<file path="src/rtl/issue_steer_queue.sv">
// Dual-issue steering stage: a circular instruction queue fed by fetch (up to two per
// cycle) that issues up to two oldest instructions per cycle to a branch pipe and a memory pipe.
module issue_steer_queue #(
  parameter int INST_WIDTH = 32,
  parameter int DEPTH      = 8,
  parameter int OPCODE_MSB = 31,
  parameter int OPCODE_LSB = 26
) (
  input  logic                    clk,
  input  logic                    reset,
  input  logic                    flush,
  input  logic [1:0]              in_valid,
  input  logic [INST_WIDTH-1:0]   in_inst0,
  input  logic [INST_WIDTH-1:0]   in_inst1,
  output logic                    in_ready,
  output logic                    out_valid0,
  output logic                    out_valid1,
  output logic [INST_WIDTH-1:0]   out_inst0,
  output logic [INST_WIDTH-1:0]   out_inst1,
  output logic                    out_first,
  input  logic                    out_ready,
  output logic [$clog2(DEPTH):0]  count
);

  localparam int PTR_W = $clog2(DEPTH);
  localparam int CNT_W = PTR_W + 1;
  localparam int OP_W  = OPCODE_MSB - OPCODE_LSB + 1;

  // Compare/test opcodes that live outside the 11xxxx branch group but still need pipe 0
  localparam logic [OP_W-1:0] OP_CODE_CMP   = OP_W'(6'b001100);
  localparam logic [OP_W-1:0] OP_CODE_TEST  = OP_W'(6'b001101);
  localparam logic [OP_W-1:0] OP_CODE_CMPI  = OP_W'(6'b001110);
  localparam logic [OP_W-1:0] OP_CODE_TESTI = OP_W'(6'b001111);

  typedef enum logic [1:0] {
    CLS_ANY    = 2'd0,
    CLS_BRANCH = 2'd1,
    CLS_MEMORY = 2'd2
  } cls_e;

  function automatic cls_e classify(input logic [OP_W-1:0] op);
    cls_e cls;
    cls = CLS_ANY;
    if (op[OP_W-1:OP_W-2] == 2'b11 || op == OP_CODE_CMP || op == OP_CODE_TEST ||
        op == OP_CODE_CMPI || op == OP_CODE_TESTI)
      cls = CLS_BRANCH;
    else if (op[OP_W-1:OP_W-2] == 2'b10)
      cls = CLS_MEMORY;
    return cls;
  endfunction

  logic [INST_WIDTH-1:0] mem_q [DEPTH];

  logic [PTR_W-1:0]      head_q, head_d;
  logic [PTR_W-1:0]      tail_q, tail_d;
  logic [CNT_W-1:0]      count_q, count_d;
  logic                  out_valid0_q, out_valid0_d;
  logic                  out_valid1_q, out_valid1_d;
  logic [INST_WIDTH-1:0] out_inst0_q, out_inst0_d;
  logic [INST_WIDTH-1:0] out_inst1_q, out_inst1_d;
  logic                  out_first_q, out_first_d;

  logic [PTR_W-1:0]      head_p1, tail_p1;
  logic                  push_en, wr0, wr1, load;
  logic [1:0]            push_n, pop_eff, push_eff;
  logic [INST_WIDTH-1:0] h_inst, n_inst;
  cls_e                  h_cls, n_cls;
  logic                  have_h, have_n;

  logic                  st_v0, st_v1, st_first;
  logic [INST_WIDTH-1:0] st_i0, st_i1;
  logic [1:0]            st_pop;

  // Free-entry check uses the registered count only, so a same-cycle pop never helps
  assign in_ready = (count_q <= CNT_W'(DEPTH - 2));

  assign head_p1 = head_q + PTR_W'(1);
  assign tail_p1 = tail_q + PTR_W'(1);

  always_comb begin
    push_en = in_ready && (in_valid != 2'b00);
    wr0     = push_en && in_valid[0] && !flush;
    wr1     = push_en && in_valid[0] && in_valid[1] && !flush;
    push_n  = {1'b0, wr0} + {1'b0, wr1};
    load    = out_ready || !(out_valid0_q || out_valid1_q);
  end

  always_ff @(posedge clk) begin
    if (wr0) mem_q[tail_q]  <= in_inst0;
    if (wr1) mem_q[tail_p1] <= in_inst1;
  end

  // Steering: decide routing for the head (and next) entry
  always_comb begin
    h_inst   = mem_q[head_q];
    n_inst   = mem_q[head_p1];
    h_cls    = classify(h_inst[OPCODE_MSB:OPCODE_LSB]);
    n_cls    = classify(n_inst[OPCODE_MSB:OPCODE_LSB]);
    have_h   = (count_q >= CNT_W'(1));
    have_n   = (count_q >= CNT_W'(2));
    st_v0    = 1'b0;
    st_v1    = 1'b0;
    st_i0    = out_inst0_q;
    st_i1    = out_inst1_q;
    st_first = 1'b0;
    st_pop   = 2'd0;
    if (have_h && !have_n) begin
      st_pop = 2'd1;
      if (h_cls == CLS_MEMORY) begin
        st_v1    = 1'b1;
        st_i1    = h_inst;
        st_first = 1'b1;
      end else begin
        st_v0 = 1'b1;
        st_i0 = h_inst;
      end
    end else if (have_n) begin
      if (h_cls == CLS_BRANCH && n_cls == CLS_BRANCH) begin
        st_v0  = 1'b1;
        st_i0  = h_inst;
        st_pop = 2'd1;
      end else if (h_cls == CLS_MEMORY && n_cls == CLS_MEMORY) begin
        st_v1    = 1'b1;
        st_i1    = h_inst;
        st_first = 1'b1;
        st_pop   = 2'd1;
      end else if (h_cls == CLS_MEMORY || (h_cls == CLS_ANY && n_cls == CLS_BRANCH)) begin
        st_v0    = 1'b1;
        st_v1    = 1'b1;
        st_i0    = n_inst;
        st_i1    = h_inst;
        st_first = 1'b1;
        st_pop   = 2'd2;
      end else begin
        st_v0  = 1'b1;
        st_v1  = 1'b1;
        st_i0  = h_inst;
        st_i1  = n_inst;
        st_pop = 2'd2;
      end
    end
  end

  // Next-state: flush overrides both push and pop
  always_comb begin
    head_d       = head_q;
    tail_d       = tail_q;
    count_d      = count_q;
    out_valid0_d = out_valid0_q;
    out_valid1_d = out_valid1_q;
    out_inst0_d  = out_inst0_q;
    out_inst1_d  = out_inst1_q;
    out_first_d  = out_first_q;
    push_eff     = push_n;
    pop_eff      = load ? st_pop : 2'd0;
    if (flush) begin
      head_d       = '0;
      tail_d       = '0;
      count_d      = '0;
      out_valid0_d = 1'b0;
      out_valid1_d = 1'b0;
      out_first_d  = 1'b0;
    end else begin
      tail_d  = tail_q + PTR_W'(push_eff);
      head_d  = head_q + PTR_W'(pop_eff);
      count_d = count_q + CNT_W'(push_eff) - CNT_W'(pop_eff);
      if (load) begin
        out_valid0_d = st_v0;
        out_valid1_d = st_v1;
        out_inst0_d  = st_i0;
        out_inst1_d  = st_i1;
        out_first_d  = st_first;
      end
    end
  end

  always_ff @(posedge clk or posedge reset) begin
    if (reset) begin
      head_q       <= '0;
      tail_q       <= '0;
      count_q      <= '0;
      out_valid0_q <= 1'b0;
      out_valid1_q <= 1'b0;
      out_inst0_q  <= '0;
      out_inst1_q  <= '0;
      out_first_q  <= 1'b0;
    end else begin
      head_q       <= head_d;
      tail_q       <= tail_d;
      count_q      <= count_d;
      out_valid0_q <= out_valid0_d;
      out_valid1_q <= out_valid1_d;
      out_inst0_q  <= out_inst0_d;
      out_inst1_q  <= out_inst1_d;
      out_first_q  <= out_first_d;
    end
  end

  assign out_valid0 = out_valid0_q;
  assign out_valid1 = out_valid1_q;
  assign out_inst0  = out_inst0_q;
  assign out_inst1  = out_inst1_q;
  assign out_first  = out_first_q;
  assign count      = count_q;

endmodule

</file>
<file path="config.mk">
export PLATFORM = sky130hd
export DESIGN_NAME = issue_steer_queue
export DESIGN_NICKNAME = d
export VERILOG_FILES = /design/src/rtl/issue_steer_queue.sv
export SDC_FILE = /design/constraint.sdc
export NUM_CORES = 1
export LEC_CHECK = 0
export BUFFER_PORTS_ARGS = -buffer_cell sky130_fd_sc_hd__buf_2
export CAP_MARGIN = 25
export CORE_ASPECT_RATIO = 1.1
export CORE_MARGIN = 4
export CORE_UTILIZATION = 55
export DETAILED_ROUTE_END_ITERATION = 16
export HOLD_SLACK_MARGIN = 0.1
export PLACE_DENSITY_LB_ADDON = 0.25
export SYNTH_ARGS = -nofsm -noshare
export SYNTH_HDL_FRONTEND = slang
export SYNTH_SLANG_ARGS = --single-unit
</file>
<file path="constraint.sdc">
create_clock -name clk -period 4.17 [get_ports clk]
set_input_delay 0.6255 -clock clk [delete_from_list [all_inputs] [get_ports clk]]
set_output_delay 0.6255 -clock clk [all_outputs]
set_load 0.02 [all_outputs]
</file>
==> results of run 1 <==
## placed cells by master (no fill, tap or decap), types with 33 or more instances in the layout
cell type / n
mux2_1: 60
buf_2: 141
mux2_2: 237
clkbuf_16: 39
o21ai_0: 33
a21oi_1: 38
mux4_2: 125
dfrtp_1: 74
buf_4: 51
mux2i_1: 44
edfxtp_1: 256
## metal layers
layer / part of all wire / wire length, microns / up-vias / GRT usage
met5: 0.00014 / 7 / - / 0
met4: 0.023 / 1180 / 2 / 0.0690
met3: 0.078 / 3980 / 84 / 0.0473
met2: 0.50 / 25500 / 542 / 0.451
met1: 0.40 / 20200 / 6379 / 0.366
li1: - / - / 5365 / -
## kinds of logic after synthesis
kind of cell / Yosys count / share of synthesized area
multiplexers: 466 / 0.346
buffers and inverters: 125 / 0.0286
AO/OA/AOI/OAI: 214 / 0.0811
adder cells (fa/ha/maj): 16 / 0.0121
flip-flops: 333 / 0.504
AND/OR/NAND/NOR: 94 / 0.0258
XOR/XNOR: 7 / 0.00321
## what timing repair did
action | CTS | global route
setup endpoints to repair | 0 | 3
setup buffers | 0 | 5
gates resized for setup | 0 | 4
## final timing paths
check / startpoint / endpoint / slack (ns) / cells past startpoint
max: head_q[0]$_DFF_PP0_ / count[3]$_DFF_PP0_ / 0.11 / 14
min reg2reg: out_inst1[30]$_DFFE_PP0P_ / out_inst1[30]$_DFFE_PP0P_ / 0.50 / 1
max in group asynchronous: reset / head_q[0]$_DFF_PP0_ / 2.88 / 3
max reg2reg: head_q[0]$_DFF_PP0_ / count[3]$_DFF_PP0_ / 0.11 / 14
min: reset / out_inst0[16]$_DFFE_PP0P_ / 0.18 / 2
min in group clk: flush / tail_q[2]$_DFF_PP0_ / 0.46 / 2
## flip-flops by register name (all words and copies together), names as in the netlist, 3 cells and up
signal / cells
mem_q: 256
out_inst0: 32
out_inst1: 32
count: 4
head_q: 3
tail_q: 3
## area by class of cell
class                      count  area share
clock inverter                13     0.00522
multi-input combinational    797       0.417
inverter                      17     0.00299
tap                          438      0.0251
timing repair buffer         203      0.0589
clock buffer                  52      0.0484
sequential                   333       0.441
antenna                        4    0.000459
## critical path, stage by stage, from the launching register on
cell,delay (ns)
dfrtp_4,0.50
ha_4,0.32
clkbuf_4,0.19
mux2_2,0.33
mux4_2,0.49
or4_4,0.48
o2bb2a_4,0.23
nor3_1,0.06
fa_1,0.48
inv_1,0.06
ha_1,0.27
a21o_1,0.16
a21oi_1,0.16
xnor2_1,0.13
nor2_1,0.05
## power groups by stage
stage | logic, mW | registers, mW | clock network [mW]
2_1_floorplan | 4.88 | 4.76 | 0
3_3_place_gp | 6.89 | 4.48 | 0
3_5_place_dp | 7.04 | 4.49 | 0
4_1_cts | 7.08 | 4.43 | 3.22
5_1_grt | 7.75 | 4.48 | 3.36
6_report | 7.22 | 4.44 | 3.19
==> results.py, run 1 <==
metrics = {
    "status": {
        "status": "completed",
    },
    "critical_path": {
        "worst_ep_arrival_time_ns": 4.45,
        "endpoint_kind": "register",
        "crit_type": "register to register",
        "required_ns": 4.57,
        "start_kind": "register",
        "crit_fanout": 7,
    },
    "floorplanning": {
        "core-area_sq_mm": 0.0342,
        "start_util": 0.558,
        "die_area_sq_mm": 0.0378,
        "pin_count": 142,
        "die_y_microns": 203,
        "rows": 71,
        "die_w_microns": 186,
    },
    "synthesis": {
        "ys_seq_elements": 333,
        "synth_nets": 1341,
        "avgSynthCellArea_sq_um": 15.2,
        "yosysUniqueCellTypes": 44,
        "synthArstFlopShare": 0.231,
        "synth-seq-area-share": 0.504,
        "syn-cell-area_sq_mm": 0.0191,
        "synth_top_area_cell": "edfxtp_1",
        "synth_area_leaders": "edfxtp_1 (40%), mux4_2 (15%), mux2_2 (14%), dfrtp_1 (10%), mux2_1 (3.5%)",
        "synthFlopType": "edfxtp_1",
        "yosysTopAreaCellShare": 0.403,
        "yosysMostFrequentCell": "edfxtp_1",
        "synth_common_cells": "edfxtp_1 (256), mux2_2 (237), mux4_2 (125)",
        "synthCells": 1255,
        "yosys_warnings": 0,
        "synth-edff-count": 256,
    },
    "sta": {
        "skew_ns": 0.0165,
        "report.final.slew_viol_count": 0,
        "setup_ws_ns": 0.113,
        "setup_violations": 0,
        "fin_crit_ns": 4.06,
        "relSlewSlack": 0.343,
        "fin_crit_sh": 0.973,
        "holdWs_ns": 0.179,
        "grt_setup_unrepaired": "false",
        "tns_ns": 0,
        "max_freq_mhz": 247,
        "tightest_slew_ns": 0.981,
        "finalHoldViolCount": 0,
    },
    "placed_design": {
        "port_buffers": 141,
        "dp_cells": 1781,
        "place.gp.congestion": 0.835,
        "dp_hpwl_mm": 32.3,
        "placed_cell_area_sq_mm": 0.0205,
        "dp_slack_ns": 0.0296,
    },
    "power": {
        "clockPowerShare": 0.215,
        "internal_power_mw": 9.16,
        "p_leak_nw": 7.86,
        "seqPwrFrac": 0.299,
        "combPwrFrac": 0.487,
        "power_density_mw_per_mm2": 681,
        "irDropWorstVdd_mv": 0.612,
        "switchingPower_mw": 5.69,
        "finalPower_mw": 14.8,
        "p_sw_frac": 0.383,
    },
    "global_route": {
        "grt_max_degree": 123,
        "antenna_found_initial": 5,
        "grt_pass1_wl_mm": 76.9,
        "grt.total_usage": 0.268,
        "grt_overflow": 0,
        "grt_pass1_vias": 12600,
    },
    "clock_network": {
        "clock_sinks": 333,
        "cts_buffer_depth": 3,
        "cts_root_buffer": "clkbuf_16",
        "worst_skew_pair.late_latency_ns": 0.53,
        "cts_max_level": 2,
        "cts_made_buffers": 37,
        "cts_tree": "done",
        "hold_buffers": 0,
        "clk_pin_slew_ns": 0.06,
    },
    "drt": {
        "routed_wl_mm": 50.8,
        "vias_per_cell": 6.66,
        "drc_errors": 0,
        "drtIter0Drc": 1161,
        "ant_nets": 0,
        "routed-via-count": 12400,
        "wl_per_cell_microns": 27.4,
        "drt_pre_antenna_iters": 5,
    },
    "final_layout": {
        "area_growth_pct": 14.1,
        "utilization": 0.637,
        "drive_gt1_frac": 0.471,
        "multi_input_area_sq_mm": 0.00910,
        "instances_no_fill": 1857,
        "register_area_sq_mm": 0.00962,
        "finalInstanceArea_sq_mm": 0.0218,
        "fill_cells": 2493,
        "fin_nets": 1475,
    },
    "flow_run": {
        "cap_violations": 0,
    },
    "hold_path": {
        "holdCritPathClass": "primary input to async pin",
    },
}
Power figures use the tool's default switching activity.
==> inputs of run 2 (changes only) <==
- CAP_MARGIN: 25 -> not set
- CELL_PAD_IN_SITES_DETAIL_PLACEMENT: not set -> 1
- CELL_PAD_IN_SITES_GLOBAL_PLACEMENT: not set -> 2
- CORE_UTILIZATION: 55 -> 40
==> run 2 against run 1 <==
Against the previous run: non-clock buffer count is 1 higher; critical path depth unchanged; sequential share of layout area is 0.35 points lower; largest power group unchanged; power grew 0.43%; routed wire length is 12% higher; utilization is 17 points lower; final area rose by 0.79%; clock skew decreased by 0.0014 ns; critical path type unchanged; register-to-register slack better by 0.02 ns; die area rose by 36%; sequential cell count is the same; largest cell class unchanged; global-route usage down 4.6 points.
==> results.py, run 2 (synthesis gave the netlist of run 1 again) <==
metrics = {
    "final_layout": {
        "largest_register": "mem_q",
        "utilization": 0.468,
        "fin_nets": 1477,
        "drive_gt1_frac": 0.469,
        "area_growth_pct": 15.0,
        "largest_reg_flops": 256,
        "final_common_cell": "edfxtp_1",
        "final_cell_mix": "edfxtp_1 (256), mux2_2 (237), buf_2 (141)",
    },
    "placed_design": {
        "dp_hpwl_mm": 36.8,
        "dp_slack_ns": 0.0514,
        "place.gp.congestion": 0.786,
        "port_buffers": 141,
    },
    "critical_path": {
        "crit_path_top_delay_cell": "or4_4",
        "start_kind": "register",
        "crit_type": "register to register",
        "required_ns": 4.61,
        "slowest_delay_ns": 0.50,
        "crit_chain": "ha_4, buf_12, mux2_2, mux4_2, or4_4, o2bb2a_2, nor3_1, fa_1, inv_1, ha_1, a21o_1, a21oi_2, xnor2_1, nor2_1",
        "endpoint_kind": "register",
        "crit_fanout": 7,
        "worst_ep_arrival_time_ns": 4.47,
    },
    "hold_path": {
        "holdCritPathClass": "primary input to register",
    },
    "sta": {
        "fin_crit_ns": 4.03,
        "skew_ns": 0.0152,
        "setup_violations": 0,
        "setup_ws_ns": 0.136,
        "fin_crit_sh": 0.968,
        "max_freq_mhz": 248,
        "finalHoldViolCount": 0,
        "tightest_slew_ns": 1.23,
        "report.final.slew_viol_count": 0,
        "relSlewSlack": 0.178,
    },
    "status": {
        "status": "completed",
    },
    "drt": {
        "drtIter0Drc": 944,
        "routed-via-count": 12200,
        "vias_per_cell": 5.92,
        "drc_errors": 0,
        "routed_wl_mm": 57.0,
        "ant_nets": 0,
        "wl_per_cell_microns": 27.7,
        "drt_pre_antenna_iters": 5,
    },
    "floorplanning": {
        "rows": 83,
        "die_y_microns": 237,
        "pin_count": 142,
        "die_w_microns": 216,
        "die_area_sq_mm": 0.0513,
        "start_util": 0.407,
        "core-area_sq_mm": 0.0469,
    },
    "power": {
        "power_density_mw_per_mm2": 679,
        "p_leak_nw": 7.82,
        "irDropWorstVdd_mv": 0.516,
    },
    "flow_run": {
        "cap_violations": 0,
    },
    "clock_network": {
        "cts_tree": "done",
        "clk_pin_slew_ns": 0.06,
        "worst_skew_pair.late_latency_ns": 0.57,
        "cts_root_buffer": "clkbuf_16",
        "cts_made_buffers": 38,
        "clock_sinks": 333,
        "cts_buffer_depth": 3,
        "cts_max_level": 2,
    },
    "global_route": {
        "grt_pass1_wl_mm": 86.0,
        "antenna_found_initial": 8,
        "grt_overflow": 0,
        "grt.total_usage": 0.222,
        "grt_pass1_vias": 12900,
        "grt_max_degree": 123,
    },
}
## run 2: cell types whose count changed in the layout (fill, tap and decap cells not counted), sizes merged
cell / previous run / this run
clkinv: 10 / 18
bufinv: 2 / 0
diode: 4 / 2
clkbuf: 53 / 52
clkinvlp: 0 / 1
dlygate4sd3: 0 / 1
inv: 18 / 17
## run 2: metal layers
metal  share of wire  track usage
met2            0.47        0.357
met5         0.00074            0
met1            0.45        0.321
met3           0.055       0.0404
met4           0.017       0.0433
## run 2: final timing paths
check / startpoint / slack [ns] / end / cells past startpoint
max: head_q[0]$_DFF_PP0_ / 0.14 / count[3]$_DFF_PP0_ / 14
min: flush / 0.42 / tail_q[2]$_DFF_PP0_ / 2
max reg2reg: head_q[0]$_DFF_PP0_ / 0.14 / count[3]$_DFF_PP0_ / 14
min reg2reg: out_inst1[30]$_DFFE_PP0P_ / 0.49 / out_inst1[30]$_DFFE_PP0P_ / 1
max in group asynchronous: reset / 2.77 / head_q[0]$_DFF_PP0_ / 4
min in group asynchronous: reset / 0.63 / out_inst0[14]$_DFFE_PP0P_ / 3
## run 2: area by class of cell
type	count	area (sq um)
sequential	333	9620
clock inverter	19	100
fill	4685	25000
antenna	2	5.00
multi-input combinational	797	9090
tap	637	797
inverter	17	68.8
clock buffer	51	1000
timing repair buffer	204	1280
## run 2: what timing repair did
action	4_1_cts	5_1_grt
gates resized for setup	0	4
hold endpoints to repair	27	0
hold buffers	1	0
setup endpoints to repair	0	1
setup buffers	0	6
## run 2: worst max-delay path: cells and delay by family (launching register included)
family / cells / cell delay [ns]
compound gates: 3 / 0.61
mux: 2 / 0.82
buf+inv: 2 / 0.19
fa+ha+maj: 3 / 1.05
simple gates: 3 / 0.62
xor+xnor: 1 / 0.13
flops: 1 / 0.48
## run 2: report_power, final
part | internal, mW | total [mW] | leakage, nW | switching [mW]
clock | 1.69 | 3.06 | 0.536 | 1.37
combinational | 3.18 | 7.44 | 4.02 | 4.26
sequential | 4.10 | 4.41 | 3.27 | 0.314
## run 2: stage by stage
stage	std cells	power (mW)	setup TNS, ns	instance area [sq um]	hold slack [ns]
3_3_place_gp	1981	11.7	0	20800	0.486
4_1_cts	2052	15.0	0	21900	0.404
2_1_floorplan	1255	9.65	-37.78	19100	0.591
3_5_place_dp	1981	11.9	0	20800	0.491
6_report	2060	14.9	0	22000	0.422
5_1_grt	2058	15.8	-0.0102	22000	0.425
==> inputs of run 3 (changes only) <==
- CORE_UTILIZATION: 40 -> 42
- CTS_BUF_LIST: not set -> sky130_fd_sc_hd__clkbuf_4 sky130_fd_sc_hd__clkbuf_8
==> run 3 against run 2 <==
Against the previous run: utilization grew 2.5 points; via count grew 1.4%; die area shrank 4.6%; largest power group unchanged; first-iteration DRC count shrank 24%; non-clock buffer count grew 2; fmax grew 1.3%; register-to-register slack gained 0.05 ns; cell count shrank 0.83%; highest routed layer unchanged; largest cell class unchanged.
==> results.py, run 3 (synthesis gave the netlist of run 1 again) <==
metrics = {
    "hold_path": {
        "min_to": "count[2]$_DFF_PP0_",
        "min_path_cells": 2,
        "holdCritPathClass": "primary input to register",
        "worstHoldStart": "flush",
    },
    "floorplanning": {
        "rows": 81,
        "start_util": 0.427,
        "die_w_microns": 211,
        "die_y_microns": 232,
        "pin_count": 142,
        "die_area_sq_mm": 0.0489,
        "core-area_sq_mm": 0.0447,
    },
    "critical_path": {
        "reg2reg_to": "count[3]$_DFF_PP0_",
        "required_ns": 4.70,
        "worst_ep_arrival_time_ns": 4.51,
        "regToRegSetupSlack_ns": 0.19,
        "reg2reg_from": "head_q[0]$_DFF_PP0_",
        "endpoint_kind": "register",
        "crit_fanout": 7,
        "crit_type": "register to register",
        "start_kind": "register",
        "rr_worst_depth": 14,
    },
    "clock_network": {
        "cts_made_buffers": 58,
        "clock_sinks": 333,
        "cts_max_level": 2,
        "cts_buffer_depth": 3,
        "clk_pin_slew_ns": 0.06,
        "cts_tree": "done",
        "cts_root_buffer": "clkbuf_8",
        "worst_skew_pair.late_latency_ns": 0.65,
    },
    "final_layout": {
        "final_common_cell": "edfxtp_1",
        "drive_gt1_frac": 0.489,
        "fill_cells": 4382,
        "fin_nets": 1499,
        "area_growth_pct": 15.3,
        "finalInstanceArea_sq_mm": 0.0220,
        "largest_register": "mem_q",
        "largest_reg_flops": 256,
        "final_cell_mix": "edfxtp_1 (256), mux2_2 (237), buf_2 (141)",
    },
    "drt": {
        "routed_wl_mm": 56.8,
        "wl_per_cell_microns": 27.8,
        "vias_per_cell": 6.05,
        "ant_nets": 0,
        "routed-via-count": 12400,
        "drtIter0Drc": 713,
        "drc_errors": 0,
        "drt_pre_antenna_iters": 5,
    },
    "sta": {
        "grt_setup_unrepaired": "false",
        "setup_violations": 0,
        "skew_ns": 0.0199,
        "fin_crit_ns": 3.98,
        "finalHoldViolCount": 0,
        "tightest_slew_ns": 1.12,
        "holdWs_ns": 0.354,
        "relSlewSlack": 0.256,
        "max_freq_mhz": 251,
        "report.final.slew_viol_count": 0,
        "fin_crit_sh": 0.955,
    },
    "placed_design": {
        "port_buffers": 141,
        "placed_cell_area_sq_mm": 0.0207,
        "dp_hpwl_mm": 36.5,
        "place.gp.congestion": 0.834,
    },
    "power": {
        "finalPower_mw": 15.0,
        "irDropWorstVdd_mv": 0.418,
        "power_density_mw_per_mm2": 684,
        "p_leak_nw": 7.94,
    },
    "flow_run": {
        "cap_violations": 0,
    },
    "global_route": {
        "grt_pass1_wl_mm": 86.5,
        "antenna_found_initial": 2,
        "grt_pass1_vias": 13100,
        "grt_overflow": 0,
        "grt_max_degree": 123,
        "grt.total_usage": 0.234,
    },
    "status": {
        "status": "completed",
    },
}
==> run 3: worst max path at each step <==
stage / from / end / slack, ns / depth (start not counted)
global placement: head_q[0]$_DFF_PP0_ / count[3]$_DFF_PP0_ / 0.07 / 13
CTS: head_q[0]$_DFF_PP0_ / count[3]$_DFF_PP0_ / 0.02 / 13
floorplan: count[3]$_DFF_PP0_ / mem_q[6][0]$_DFFE_PP_ / -0.39 / 6
finish: head_q[0]$_DFF_PP0_ / count[3]$_DFF_PP0_ / 0.19 / 14
global route: head_q[0]$_DFF_PP0_ / count[3]$_DFF_PP0_ / 0.02 / 13
detailed placement: head_q[0]$_DFF_PP0_ / count[3]$_DFF_PP0_ / 0.03 / 13
==> run 3: where the power goes <==
part           leakage (nW)  internal, mW  switching (mW)
Sequential             3.27          4.10           0.300
Combinational          4.03          3.20            4.27
Clock                 0.643          1.75            1.43
Total                  7.94          9.05            6.00
==> run 3: what timing repair did <==
item | 4_1_cts | 5_1_grt
setup buffers | 0 | 6
hold buffers | 1 | 0
hold endpoints to repair | 43 | 0
gates resized for setup | 0 | 4
endpoints found under the setup margin | 0 | 1
==> run 3: area by class of cell <==
class                      count  area (sq um)  share of cell area
tap                          581           727              0.0330
multi-input combinational    797          9100               0.413
antenna                        1          2.50            0.000114
clock inverter                30           209             0.00949
sequential                   333          9620               0.437
inverter                      17          65.1             0.00296
timing repair buffer         206          1280              0.0583
clock buffer                  78          1000              0.0456
==> run 3: routing by layer <==
| metal | part of all wire | vias up | global-route usage |
|---|---|---|---|
| li1 | - | 5421 | - |
| met2 | 0.48 | 325 | 0.372 |
| met1 | 0.45 | 6530 | 0.339 |
| met4 | 0.016 | 4 | 0.0529 |
| met5 | 0.00046 | - | 0 |
| met3 | 0.058 | 81 | 0.0390 |
==> run 3: metrics by stage <==
| stage | cells | setup WS [ns] | setup TNS [ns] | util |
|---|---|---|---|---|
| 3_3_place_gp | 1927 | 0.0722 | 0 | 0.464 |
| 6_report | 2043 | 0.189 | 0 | 0.493 |
| 2_1_floorplan | 1255 | -0.394 | -37.78 | - |
| 4_1_cts | 2036 | 0.0226 | 0 | 0.491 |
| 5_1_grt | 2042 | 0.0222 | 0 | 0.492 |
| 3_5_place_dp | 1927 | 0.0315 | 0 | 0.464 |
==> run 3: critical path: stages (launching register included) <==
cell and delay [ns]:
dfrtp_4 0.50, ha_4 0.30, buf_4 0.16, mux2_2 0.34, mux4_2 0.51, or4_4 0.45, o2bb2a_4 0.23, nor3_1 0.07
fa_1 0.49, inv_1 0.06, ha_1 0.26, a21o_1 0.17, a21oi_2 0.14, xnor2_1 0.12, nor2_1 0.05
